==> config.mk <==
export PLATFORM = sky130hd
export DESIGN_NAME = pri_arbiter_rr
export DESIGN_NICKNAME = d
export VERILOG_FILES = /design/src/rtl/pri_arbiter_rr.sv
export SDC_FILE = /design/constraint.sdc
export NUM_CORES = 1
export LEC_CHECK = 0
export CORE_MARGIN = 4
export CORE_UTILIZATION = 41
export CTS_CLUSTER_SIZE = 28
export DETAILED_ROUTE_END_ITERATION = 8
export PLACE_DENSITY = 0.67
export SLEW_MARGIN = 20
export SYNTH_ARGS = -nofsm -noshare
export SYNTH_HDL_FRONTEND = slang
export SYNTH_SLANG_ARGS = --single-unit
==> constraint.sdc <==
create_clock -name clk -period 4.08 [get_ports clk]
set_clock_uncertainty 0.2 [all_clocks]
set_input_delay 0.816 -clock clk [delete_from_list [all_inputs] [get_ports clk]]
set_output_delay 0.816 -clock clk [all_outputs]
set_load 0.02 [all_outputs]
==> src/rtl/pri_arbiter_rr.sv <==
// Registered N-way arbiter: fixed (highest index wins) or round-robin selection,
// grant held until the owner pulses done or drops its request.
module pri_arbiter_rr #(
    parameter  int N = 8,
    localparam int W = $clog2(N)
) (
    input  logic         clk,
    input  logic         rst,
    input  logic [N-1:0] req,
    input  logic         mode,
    input  logic         done,
    output logic         gnt_valid,
    output logic [W-1:0] gnt_idx,
    output logic [N-1:0] gnt_oh
);

    typedef enum logic {IDLE = 1'b0, BUSY = 1'b1} state_t;

    state_t       state_q, state_d;
    logic [W-1:0] ptr_q, ptr_d;
    logic         mode_q, mode_d;
    logic         gnt_valid_q, gnt_valid_d;
    logic [W-1:0] gnt_idx_q, gnt_idx_d;
    logic [N-1:0] gnt_oh_q, gnt_oh_d;

    logic [N-1:0] lo_req;
    logic [W-1:0] fix_idx, lo_idx, rr_idx, win_idx;
    logic         lo_any;
    logic [N-1:0] win_oh;
    logic         release_now;

    // Descending search from ptr wraps: the highest request at or below ptr wins,
    // otherwise the highest request overall (which must lie above ptr).
    for (genvar gi = 0; gi < N; gi++) begin : g_lo
        assign lo_req[gi] = req[gi] & (W'(gi) <= ptr_q);
        assign win_oh[gi] = (win_idx == W'(gi));
    end

    always_comb begin
        fix_idx = '0;
        lo_idx  = '0;
        lo_any  = 1'b0;
        for (int i = 0; i < N; i++) begin
            if (req[i]) begin
                fix_idx = W'(i);
            end
            if (lo_req[i]) begin
                lo_idx = W'(i);
                lo_any = 1'b1;
            end
        end
    end

    assign rr_idx      = lo_any ? lo_idx : fix_idx;
    assign win_idx     = mode ? rr_idx : fix_idx;
    assign release_now = done | ~req[gnt_idx_q];

    always_comb begin
        state_d     = state_q;
        ptr_d       = ptr_q;
        mode_d      = mode_q;
        gnt_valid_d = gnt_valid_q;
        gnt_idx_d   = gnt_idx_q;
        gnt_oh_d    = gnt_oh_q;
        case (state_q)
            IDLE: begin
                if (|req) begin
                    state_d     = BUSY;
                    mode_d      = mode;
                    gnt_valid_d = 1'b1;
                    gnt_idx_d   = win_idx;
                    gnt_oh_d    = win_oh;
                end
            end
            BUSY: begin
                if (release_now) begin
                    state_d     = IDLE;
                    gnt_valid_d = 1'b0;
                    gnt_idx_d   = '0;
                    gnt_oh_d    = '0;
                    // The mode latched at arbitration decides whether the pointer moves.
                    if (mode_q) begin
                        ptr_d = (gnt_idx_q == '0) ? W'(N - 1) : gnt_idx_q - 1'b1;
                    end
                end
            end
            default: begin
                state_d = IDLE;
            end
        endcase
    end

    always_ff @(posedge clk) begin
        if (rst) begin
            state_q     <= IDLE;
            ptr_q       <= W'(N - 1);
            mode_q      <= 1'b0;
            gnt_valid_q <= 1'b0;
            gnt_idx_q   <= '0;
            gnt_oh_q    <= '0;
        end else begin
            state_q     <= state_d;
            ptr_q       <= ptr_d;
            mode_q      <= mode_d;
            gnt_valid_q <= gnt_valid_d;
            gnt_idx_q   <= gnt_idx_d;
            gnt_oh_q    <= gnt_oh_d;
        end
    end

    assign gnt_valid = gnt_valid_q;
    assign gnt_idx   = gnt_idx_q;
    assign gnt_oh    = gnt_oh_q;

endmodule

==> flow_metrics.py, run 1 <==
metrics = {
    "outcome": {
        "run_status": "completed",
    },
    "critical_path": {
        "setup.worst_path.start": "req[5]",
        "path_common_cell": "sky130_fd_sc_hd__o21ai_1",
        "worst-setup-path-type": "in -> reg",
        "setup.reg_to_reg.worst_slack_ps": 1850,
        "critical_path_required_ps": 4070,
        "timing.critical_path.cells": "clkdlybuf4s50_1 > o21a_1 > o21ai_1 > nand2_1 > o21ai_1 > mux2_2 > a22o_1",
        "startpoint_type": "primary input",
        "end_kind": "flip-flop",
        "worstPathArrival_ps": 2850,
        "worst_r2r_startpoint": "ptr_q[1]",
        "cpMaxStageDelayCell": "sky130_fd_sc_hd__clkdlybuf4s50_1",
        "crit_fanout": 7,
        "critical-path-max-stage-delay_ps": 560,
    },
    "pwr": {
        "power.static_leakage_nw": 0.498,
        "power_density_nw_per_um2": 307,
        "vdd_drop_max_uv": 233,
    },
    "timing": {
        "worst_relative_slew_slack": 0.717,
        "maxSlewViolCount": 0,
        "period_minus_slack_ps": 2860,
        "final_hold_slack_ps": 259,
        "finalSetupViolCount": 0,
        "hold_viol": 0,
        "timing.fmax_ghz": 0.350,
        "final.setup.tns_ps": 0,
        "setup_repair_after_global_routing_missed_its_margin": "no",
        "tightestPinTransition_ps": 412,
        "crit_share_post_route": 0.701,
    },
    "final_layout": {
        "final_util": 0.565,
        "area.growth.synth_to_final_pct": 26.6,
        "ratio_of_cells_with_drive_above_1_in_the_final_layout": 0.109,
        "final_net_count": 153,
        "fillCellCount": 219,
        "n_antenna_cell": 0,
    },
    "yosys": {
        "ys_seq_area_frac": 0.332,
        "netlist-cell-type-count": 43,
        "yosysTopAreaCell": "sky130_fd_sc_hd__dfxtp_1",
        "mean_instance_size_in_the_synthesized_netlist_sq_um": 8.91,
        "mappedNetlistNets": 129,
        "yosys_warnings": 0,
        "post-synth-top-count-cell": "sky130_fd_sc_hd__dfxtp_1",
        "async_flop_share": 0,
        "synth_top_area_frac": 0.332,
        "netlist_area_sq_um": 1020,
        "synth.ff_latch_count": 17,
        "number_of_flops_mapped_to_enable_cells_by_yosys": 0,
        "synth.top_cells.by_count": "17 x sky130_fd_sc_hd__dfxtp_1, 11 x sky130_fd_sc_hd__nand2_1, 11 x sky130_fd_sc_hd__nor2_1",
        "netlist_top_cells_area": "sky130_fd_sc_hd__dfxtp_1 33%, sky130_fd_sc_hd__mux4_2 4.4%, sky130_fd_sc_hd__a22o_1 4.3%",
        "postSynth.topFlopCell": "sky130_fd_sc_hd__dfxtp_1",
        "synthCells": 115,
    },
    "hold_path": {
        "holdCritPathClass": "reg -> reg",
        "worst_hold_startpoint": "gnt_oh[5]",
    },
    "clock_tree": {
        "clk_pin_slew_worst_paths_ps": 100,
        "insertion_delay_ps": 290,
        "cts_resized": 0,
        "holdBufCountCts": 0,
        "cts_buffers": 3,
        "clock_path_buffers": 2,
        "cts.sinks": 17,
        "tritoncts": "yes",
        "htree_num_levels": 1,
        "post-cts-setup-buffer-count": 0,
        "cts-root-buf": "sky130_fd_sc_hd__clkbuf_4",
    },
    "grt": {
        "antenna_violations_before_repair": 0,
        "overflow": 0,
        "first_global_vias": 904,
        "grt_start_max_net_pins": 11,
        "grt_pass1_wl_um": 4270,
        "grt_util_all_layers": 0.159,
    },
    "routing": {
        "detail-route-antenna-nets": 0,
        "avgViaCountPerCell": 5.59,
        "violation_count_after_the_first_detailed_routing_iteration": 22,
        "wire_per_inst_um": 15.2,
        "drc": 0,
        "drt-pass1-iter-count": 4,
        "detailroute.via_count": 928,
        "wirelength_um": 2530,
    },
    "run": {
        "max-cap-violations": 0,
    },
    "floorplanning": {
        "die_height_um": 58.0,
        "placementRows": 17,
        "ioPinCount": 24,
        "floorplan_core_area_sq_um": 2300,
        "die_area_sq_um": 3360,
        "effective_utilization_at_floorplan": 0.446,
        "dieWidth_um": 58.0,
    },
    "placed_design": {
        "placement.io_buffers": 23,
        "dpl.hpwl_um": 1980,
        "place.gp.congestion": 0.802,
    },
}
[metal layers]
metal | wire length, um | up-vias | share of wire | global-route usage
li1 | - | 472 | - | -
met3 | 165 | 2 | 0.065 | 0.0445
met1 | 1160 | 424 | 0.46 | 0.228
met5 | 0 | - | 0 | 0
met4 | 10 | 0 | 0.0040 | 0.0199
met2 | 1190 | 30 | 0.47 | 0.244
[worst max-delay path: cells and delay by family]
kind	cells	cell delay [ps]
compound gates	4	910
mux	1	420
simple gates	1	140
buf+inv	1	560
[placed cells by master (no fill, tap or decap), drive strengths merged, types with 2 or more instances in the layout]
| master | count |
|---|---|
| a211o | 2 |
| a21o | 3 |
| a21oi | 7 |
| a22o | 5 |
| a31oi | 2 |
| clkbuf | 3 |
| clkdlybuf4s50 | 23 |
| dfxtp | 17 |
| ha | 2 |
| inv | 7 |
| mux2i | 3 |
| mux4 | 2 |
| nand2 | 12 |
| nor2 | 11 |
| nor2b | 3 |
| nor3 | 3 |
| nor4 | 2 |
| o21a | 4 |
| o21ai | 7 |
| o31ai | 2 |
[cell families after synthesis]
group / share of synthesized area
buf+inv: 0.0452
compound gates: 0.314
fa+ha+maj: 0.0244
flops: 0.332
mux: 0.0842
simple gates: 0.200
[area by class of cell]
class / count / area (sq um) / area share
clock buffer: 3 / 22.5 / 0.0174
clock inverter: 1 / 5.00 / 0.00386
inverter: 7 / 26.3 / 0.0203
multi-input combinational: 87 / 638 / 0.492
sequential: 17 / 340 / 0.262
tap: 28 / 35.0 / 0.0270
timing repair buffer: 23 / 230 / 0.177
[path summary, 6_finish.rpt]
path	to	depth (start not counted)
worst min-delay path	gnt_oh[5]	2
worst min register to register	gnt_oh[5]	2
worst max-delay path	gnt_oh[6]	7
worst max register to register	gnt_oh[6]	6
[flip-flops by register name (all words and copies together) (netlist names)]
name	cells
gnt_valid	1
gnt_idx	3
mode_q	1
gnt_oh	8
state_q	1
ptr_q	3
[per-stage QoR]
stage	power [mW]	instances	setup WS, ps	area [sq um]
2_1_floorplan	0.264	115	1730	1020
3_3_place_gp	0.309	162	1040	1270
3_5_place_dp	0.311	162	954	1270
4_1_cts	0.403	166	1250	1300
5_1_grt	0.424	166	1090	1300
6_report	0.399	166	1220	1300
[power by group]
part,switching (mW),internal (mW)
clock,0.0543,0.0365
sequential,0.0129,0.177
combinational,0.0613,0.0567
(Power assumes the default switching activity.)
==> run 2, diff against run 1 <==
==> constraint.sdc (replaced) <==
create_clock -name clk -period 2.9 [get_ports clk]
set_clock_uncertainty 0.2 [all_clocks]
set_input_delay 0.58 -clock clk [delete_from_list [all_inputs] [get_ports clk]]
set_output_delay 0.58 -clock clk [all_outputs]
set_load 0.02 [all_outputs]
==> run 2 against run 1 <==
Die area is the same. Combinational power grew 46%. Critical path depth is the same. Count of clock-buffer cells in the layout grew 1. Cell count grew 2.4%. First-iteration DRC count grew 110%. Largest power group unchanged. Highest routed layer unchanged.
==> flow_metrics.py, run 2 (synthesized netlist as in run 1, its figures left out) <==
metrics = {
    "outcome": {
        "run_status": "completed",
    },
    "routing": {
        "drt-pass1-iter-count": 4,
        "avgViaCountPerCell": 5.81,
        "violation_count_after_the_first_detailed_routing_iteration": 47,
        "drc": 0,
        "wire_per_inst_um": 14.9,
        "detail-route-antenna-nets": 0,
        "wirelength_um": 2530,
        "detailroute.via_count": 987,
    },
    "critical_path": {
        "endpoint_of_the_lowest_slack_register_to_register_path": "ptr_q[0]",
        "r2r.worst_path.cells": 6,
        "end_kind": "flip-flop",
        "setup.reg_to_reg.worst_slack_ps": 740,
        "cpMaxStageDelayCell": "sky130_fd_sc_hd__clkdlybuf4s50_1",
        "startpoint_type": "primary input",
        "worstPathArrival_ps": 2460,
        "cp_top_family": "multiplexers",
        "critical_path_required_ps": 2890,
        "critical-path-max-stage-delay_ps": 550,
        "timing.critical_path.cells": "clkdlybuf4s50_1 > mux4_2 > mux2i_1 > o21a_2 > nand2_4 > a2111oi_2 > a21oi_1",
        "cp.buffers_inverters": 1,
        "worst_r2r_startpoint": "gnt_idx[0]",
        "crit_fanout": 7,
        "worst-setup-path-type": "in -> reg",
    },
    "pwr": {
        "power_switching_mw": 0.185,
        "totalPowerFinal_mw": 0.572,
        "power_density_nw_per_um2": 432,
        "power.static_leakage_nw": 0.514,
        "power_frac_comb": 0.300,
        "p_int_mw": 0.388,
        "clock_power_share": 0.234,
        "p_seq_frac": 0.466,
        "vdd_drop_max_uv": 422,
        "p_sw_frac": 0.323,
    },
    "grt": {
        "grt.met2_usage": 0.258,
        "overflow": 0,
        "grt.busiest_layer": "met2",
        "first_global_vias": 930,
        "grt_start_max_net_pins": 11,
        "groute.layer.met1.usage": 0.218,
        "grt_util_all_layers": 0.167,
        "groute.layer.met3.usage": 0.0557,
        "antenna_violations_before_repair": 0,
        "grt_pass1_wl_um": 4390,
    },
    "placed_design": {
        "dp.cells": 166,
        "area_after_detailed_placement_sq_um": 1300,
        "dpl.hpwl_um": 1960,
        "placement.io_buffers": 23,
        "place.gp.congestion": 0.875,
    },
    "final_layout": {
        "final_net_count": 157,
        "final_cell_count_no_fill": 170,
        "post-route-cell-area_sq_um": 1330,
        "area.growth.synth_to_final_pct": 29.4,
        "final_cell_mix": "23 x sky130_fd_sc_hd__clkdlybuf4s50_1, 17 x sky130_fd_sc_hd__dfxtp_1, 11 x sky130_fd_sc_hd__nor2_1, 11 x sky130_fd_sc_hd__nand2_1",
        "most_common_cell_after_layout_fill_and_taps_aside": "sky130_fd_sc_hd__clkdlybuf4s50_1",
        "n_antenna_cell": 0,
        "ratio_of_cells_with_drive_above_1_in_the_final_layout": 0.127,
        "largest_register_ff_count": 8,
        "fillCellCount": 218,
    },
    "timing": {
        "maxSlewViolCount": 0,
        "worst_relative_slew_slack": 0.708,
        "tightestPinTransition_ps": 437,
        "crit_share_post_route": 0.853,
        "hold_viol": 0,
        "finalSetupViolCount": 0,
        "setup_repair_after_global_routing_missed_its_margin": "no",
        "final.setup.tns_ps": 0,
        "period_minus_slack_ps": 2470,
        "timing.fmax_ghz": 0.404,
    },
    "floorplanning": {
        "die_height_um": 58.0,
        "effective_utilization_at_floorplan": 0.446,
        "dieWidth_um": 58.0,
        "die_area_sq_um": 3360,
        "ioPinCount": 24,
        "placementRows": 17,
        "floorplan_core_area_sq_um": 2300,
    },
    "clock_tree": {
        "clk_pin_slew_worst_paths_ps": 100,
        "cts_resized": 0,
        "post-cts-setup-buffer-count": 0,
        "cts.sinks": 17,
        "cts-root-buf": "sky130_fd_sc_hd__clkbuf_4",
        "clock_path_buffers": 2,
        "insertion_delay_ps": 300,
        "cts_buffers": 3,
        "htree_num_levels": 1,
        "tritoncts": "yes",
        "holdBufCountCts": 0,
    },
    "run": {
        "max-cap-violations": 0,
    },
    "hold_path": {
        "worst_hold_startpoint": "gnt_oh[4]",
        "hold_end": "gnt_oh[4]",
        "worst_hold_path.num_cells": 2,
        "holdCritPathClass": "reg -> reg",
    },
}
-- run 2: area by class of cell --
class	instances	area (sq um)	share of cell area
multi-input cells	87	638	0.481
well taps	28	35.0	0.0264
flip-flops and latches	17	340	0.257
clock buffers	4	26.3	0.0198
repair buffers	27	260	0.196
inverters	7	26.3	0.0198
-- run 2: metal layers --
layer  wire [um]  up-vias
met2        1130       37
met3         182       13
met1        1150      455
met5           0        -
li1            -      482
met4          73        0
-- run 2: how the worst max path moves through the flow --
stage	startpoint	to	slack (ps)	cells after the start
after floorplan	req[3]	gnt_oh[2]	790	5
after global placement	req[6]	ptr_q[0]	120	7
after detailed placement	req[6]	ptr_q[0]	100	7
after CTS	req[5]	ptr_q[0]	430	7
after global routing	req[5]	gnt_oh[1]	290	7
final	req[5]	ptr_q[0]	430	7
-- run 2: stage by stage --
step / utilization / worst slack, ps / hold WS [ps]
2_1_floorplan: - / 787 / 299
3_3_place_gp: 0.566 / 124 / 237
3_5_place_dp: 0.566 / 99.8 / 245
4_1_cts: 0.577 / 428 / 260
5_1_grt: 0.577 / 292 / 278
6_report: 0.577 / 427 / 257
-- run 2: tightest hold or removal path, stage by stage (launching register included) --
cell and delay, ps:
sky130_fd_sc_hd__dfxtp_1 330, sky130_fd_sc_hd__nand2_1 50, sky130_fd_sc_hd__o21ai_1 50
-- run 2: power groups by stage --
stage / Combinational [mW] / Clock [mW] / Sequential [mW]
after floorplan: 0.0917 / 0 / 0.280
after global placement: 0.170 / 0 / 0.272
after detailed placement: 0.171 / 0 / 0.272
after CTS: 0.172 / 0.139 / 0.267
after global routing: 0.189 / 0.152 / 0.270
final: 0.172 / 0.134 / 0.267
==> run 3, diff against run 2 <==
--- a/config.mk
+++ b/config.mk
@@ -9,7 +9,7 @@
 export CORE_UTILIZATION = 41
 export CTS_CLUSTER_SIZE = 28
 export DETAILED_ROUTE_END_ITERATION = 8
-export PLACE_DENSITY = 0.67
+export PLACE_DENSITY_LB_ADDON = 0.08
 export SLEW_MARGIN = 20
 export SYNTH_ARGS = -nofsm -noshare
 export SYNTH_HDL_FRONTEND = slang
==> run 3 against run 2 <==
Setup slack worse by 14 ps. Non-clock buffer count down 1. Sequential power about the same.
==> flow_metrics.py, run 3 (synthesized netlist as in run 1, its figures left out) <==
metrics = {
    "critical_path": {
        "endpoint_of_the_lowest_slack_register_to_register_path": "ptr_q[0]",
        "critical_path_required_ps": 2890,
        "cpMaxStageDelayCell": "sky130_fd_sc_hd__clkdlybuf4s50_1",
        "r2r.worst_path.cells": 6,
        "worst-setup-path-type": "in -> reg",
        "timing.critical_path.cells": "clkdlybuf4s50_1 > mux4_2 > mux2i_1 > o21a_2 > nand2_4 > a2111oi_2 > a21oi_1",
        "critical-path-max-stage-delay_ps": 560,
        "end_kind": "flip-flop",
        "worstPathArrival_ps": 2470,
        "crit_fanout": 7,
        "cp.buffers_inverters": 1,
        "startpoint_type": "primary input",
        "setup.reg_to_reg.worst_slack_ps": 780,
        "worst_r2r_startpoint": "gnt_idx[1]",
        "cp_top_family": "multiplexers",
    },
    "final_layout": {
        "area.growth.synth_to_final_pct": 28.8,
        "multi_input_area_sq_um": 638,
        "final_cell_mix": "23 x sky130_fd_sc_hd__clkdlybuf4s50_1, 17 x sky130_fd_sc_hd__dfxtp_1, 11 x sky130_fd_sc_hd__nor2_1, 11 x sky130_fd_sc_hd__nand2_1",
        "most_common_cell_after_layout_fill_and_taps_aside": "sky130_fd_sc_hd__clkdlybuf4s50_1",
        "n_antenna_cell": 0,
        "area.sequential_sq_um": 340,
        "largest_register_ff_count": 8,
        "post-route-cell-area_sq_um": 1320,
        "final_util": 0.575,
        "fillCellCount": 215,
        "ratio_of_cells_with_drive_above_1_in_the_final_layout": 0.128,
        "final_net_count": 156,
    },
    "clock_tree": {
        "tritoncts": "yes",
        "cts.sinks": 17,
        "cts_resized": 0,
        "insertion_delay_ps": 290,
        "cts-root-buf": "sky130_fd_sc_hd__clkbuf_4",
        "htree_num_levels": 1,
        "cts_buffers": 3,
        "clock_path_buffers": 2,
        "clk_pin_slew_worst_paths_ps": 100,
        "post-cts-setup-buffer-count": 0,
        "holdBufCountCts": 0,
    },
    "placed_design": {
        "area_after_detailed_placement_sq_um": 1290,
        "dpl.hpwl_um": 1920,
        "place.gp.congestion": 0.800,
        "placement.io_buffers": 23,
    },
    "routing": {
        "drc": 0,
        "violation_count_after_the_first_detailed_routing_iteration": 31,
        "wire_per_inst_um": 14.3,
        "detail-route-antenna-nets": 0,
        "avgViaCountPerCell": 5.49,
        "detailroute.via_count": 928,
        "wirelength_um": 2420,
        "drt-pass1-iter-count": 4,
    },
    "pwr": {
        "power_density_nw_per_um2": 429,
        "vdd_drop_max_uv": 251,
        "power.static_leakage_nw": 0.512,
    },
    "hold_path": {
        "worst_hold_path.num_cells": 2,
        "worst_hold_startpoint": "gnt_oh[5]",
        "hold_end": "gnt_oh[5]",
        "holdCritPathClass": "reg -> reg",
    },
    "floorplanning": {
        "effective_utilization_at_floorplan": 0.446,
        "floorplan_core_area_sq_um": 2300,
        "dieWidth_um": 58.0,
        "die_height_um": 58.0,
        "ioPinCount": 24,
        "die_area_sq_um": 3360,
        "placementRows": 17,
    },
    "grt": {
        "grt_pass1_wl_um": 3930,
        "grt_start_max_net_pins": 11,
        "antenna_violations_before_repair": 0,
        "grt_util_all_layers": 0.150,
        "first_global_vias": 886,
        "overflow": 0,
    },
    "timing": {
        "setup_repair_after_global_routing_missed_its_margin": "no",
        "final_hold_slack_ps": 259,
        "hold_viol": 0,
        "worst_relative_slew_slack": 0.711,
        "final.setup.tns_ps": 0,
        "timing.fmax_ghz": 0.402,
        "finalSetupViolCount": 0,
        "crit_share_post_route": 0.858,
        "period_minus_slack_ps": 2490,
        "tightestPinTransition_ps": 432,
        "maxSlewViolCount": 0,
    },
    "run": {
        "max-cap-violations": 0,
    },
    "outcome": {
        "run_status": "completed",
    },
}
==> run 3: cell types whose count changed in the layout (fill, tap and decap cells not counted) <==
cell	delta
sky130_fd_sc_hd__clkinv_2	+1
sky130_fd_sc_hd__clkbuf_1	-1
sky130_fd_sc_hd__buf_4	-1
==> run 3: tightest hold or removal path, delay by kind of cell (launching register included) <==
family	cells	cell delay, ps
DFF	1	330
and+or+nand+nor	1	50
AOI/OAI and AO/OA	1	50
==> run 3: stage by stage <==
stage	setup slack [ps]	total power [mW]	cells
floorplan	787	0.372	115
global placement	103	0.440	165
detailed placement	107	0.441	165
CTS	409	0.575	169
global route	276	0.598	169
finish	413	0.566	169
==> run 3: routing by layer <==
layer,GRT usage,share of wire,vias up
met5,0,0,-
met4,0.0596,0.012,0
met3,0.0312,0.033,4
met2,0.229,0.46,17
met1,0.205,0.50,426
li1,-,-,481
==> run 3: worst max-delay path by stage <==
stage	cells after the start	slack, ps	start	to
6_report	7	410	req[5]	ptr_q[0]
5_1_grt	7	280	req[5]	gnt_oh[2]
4_1_cts	7	410	req[5]	ptr_q[0]
3_5_place_dp	7	110	req[5]	ptr_q[0]
3_3_place_gp	7	100	req[6]	ptr_q[0]
2_1_floorplan	5	790	req[3]	gnt_oh[2]
==> run 3: where the power goes <==
part	leakage (nW)	switching, mW	internal (mW)
Combinational	0.355	0.0860	0.0841
Sequential	0.139	0.0171	0.249
Clock	0.0177	0.0788	0.0514
==> run 3: cell type report <==
class / instances / share of cell area
tap: 28 / 0.0265
clock inverter: 1 / 0.00379
multi-input combinational: 87 / 0.483
sequential: 17 / 0.258
timing repair buffer: 26 / 0.191
inverter: 7 / 0.0199
clock buffer: 3 / 0.0171
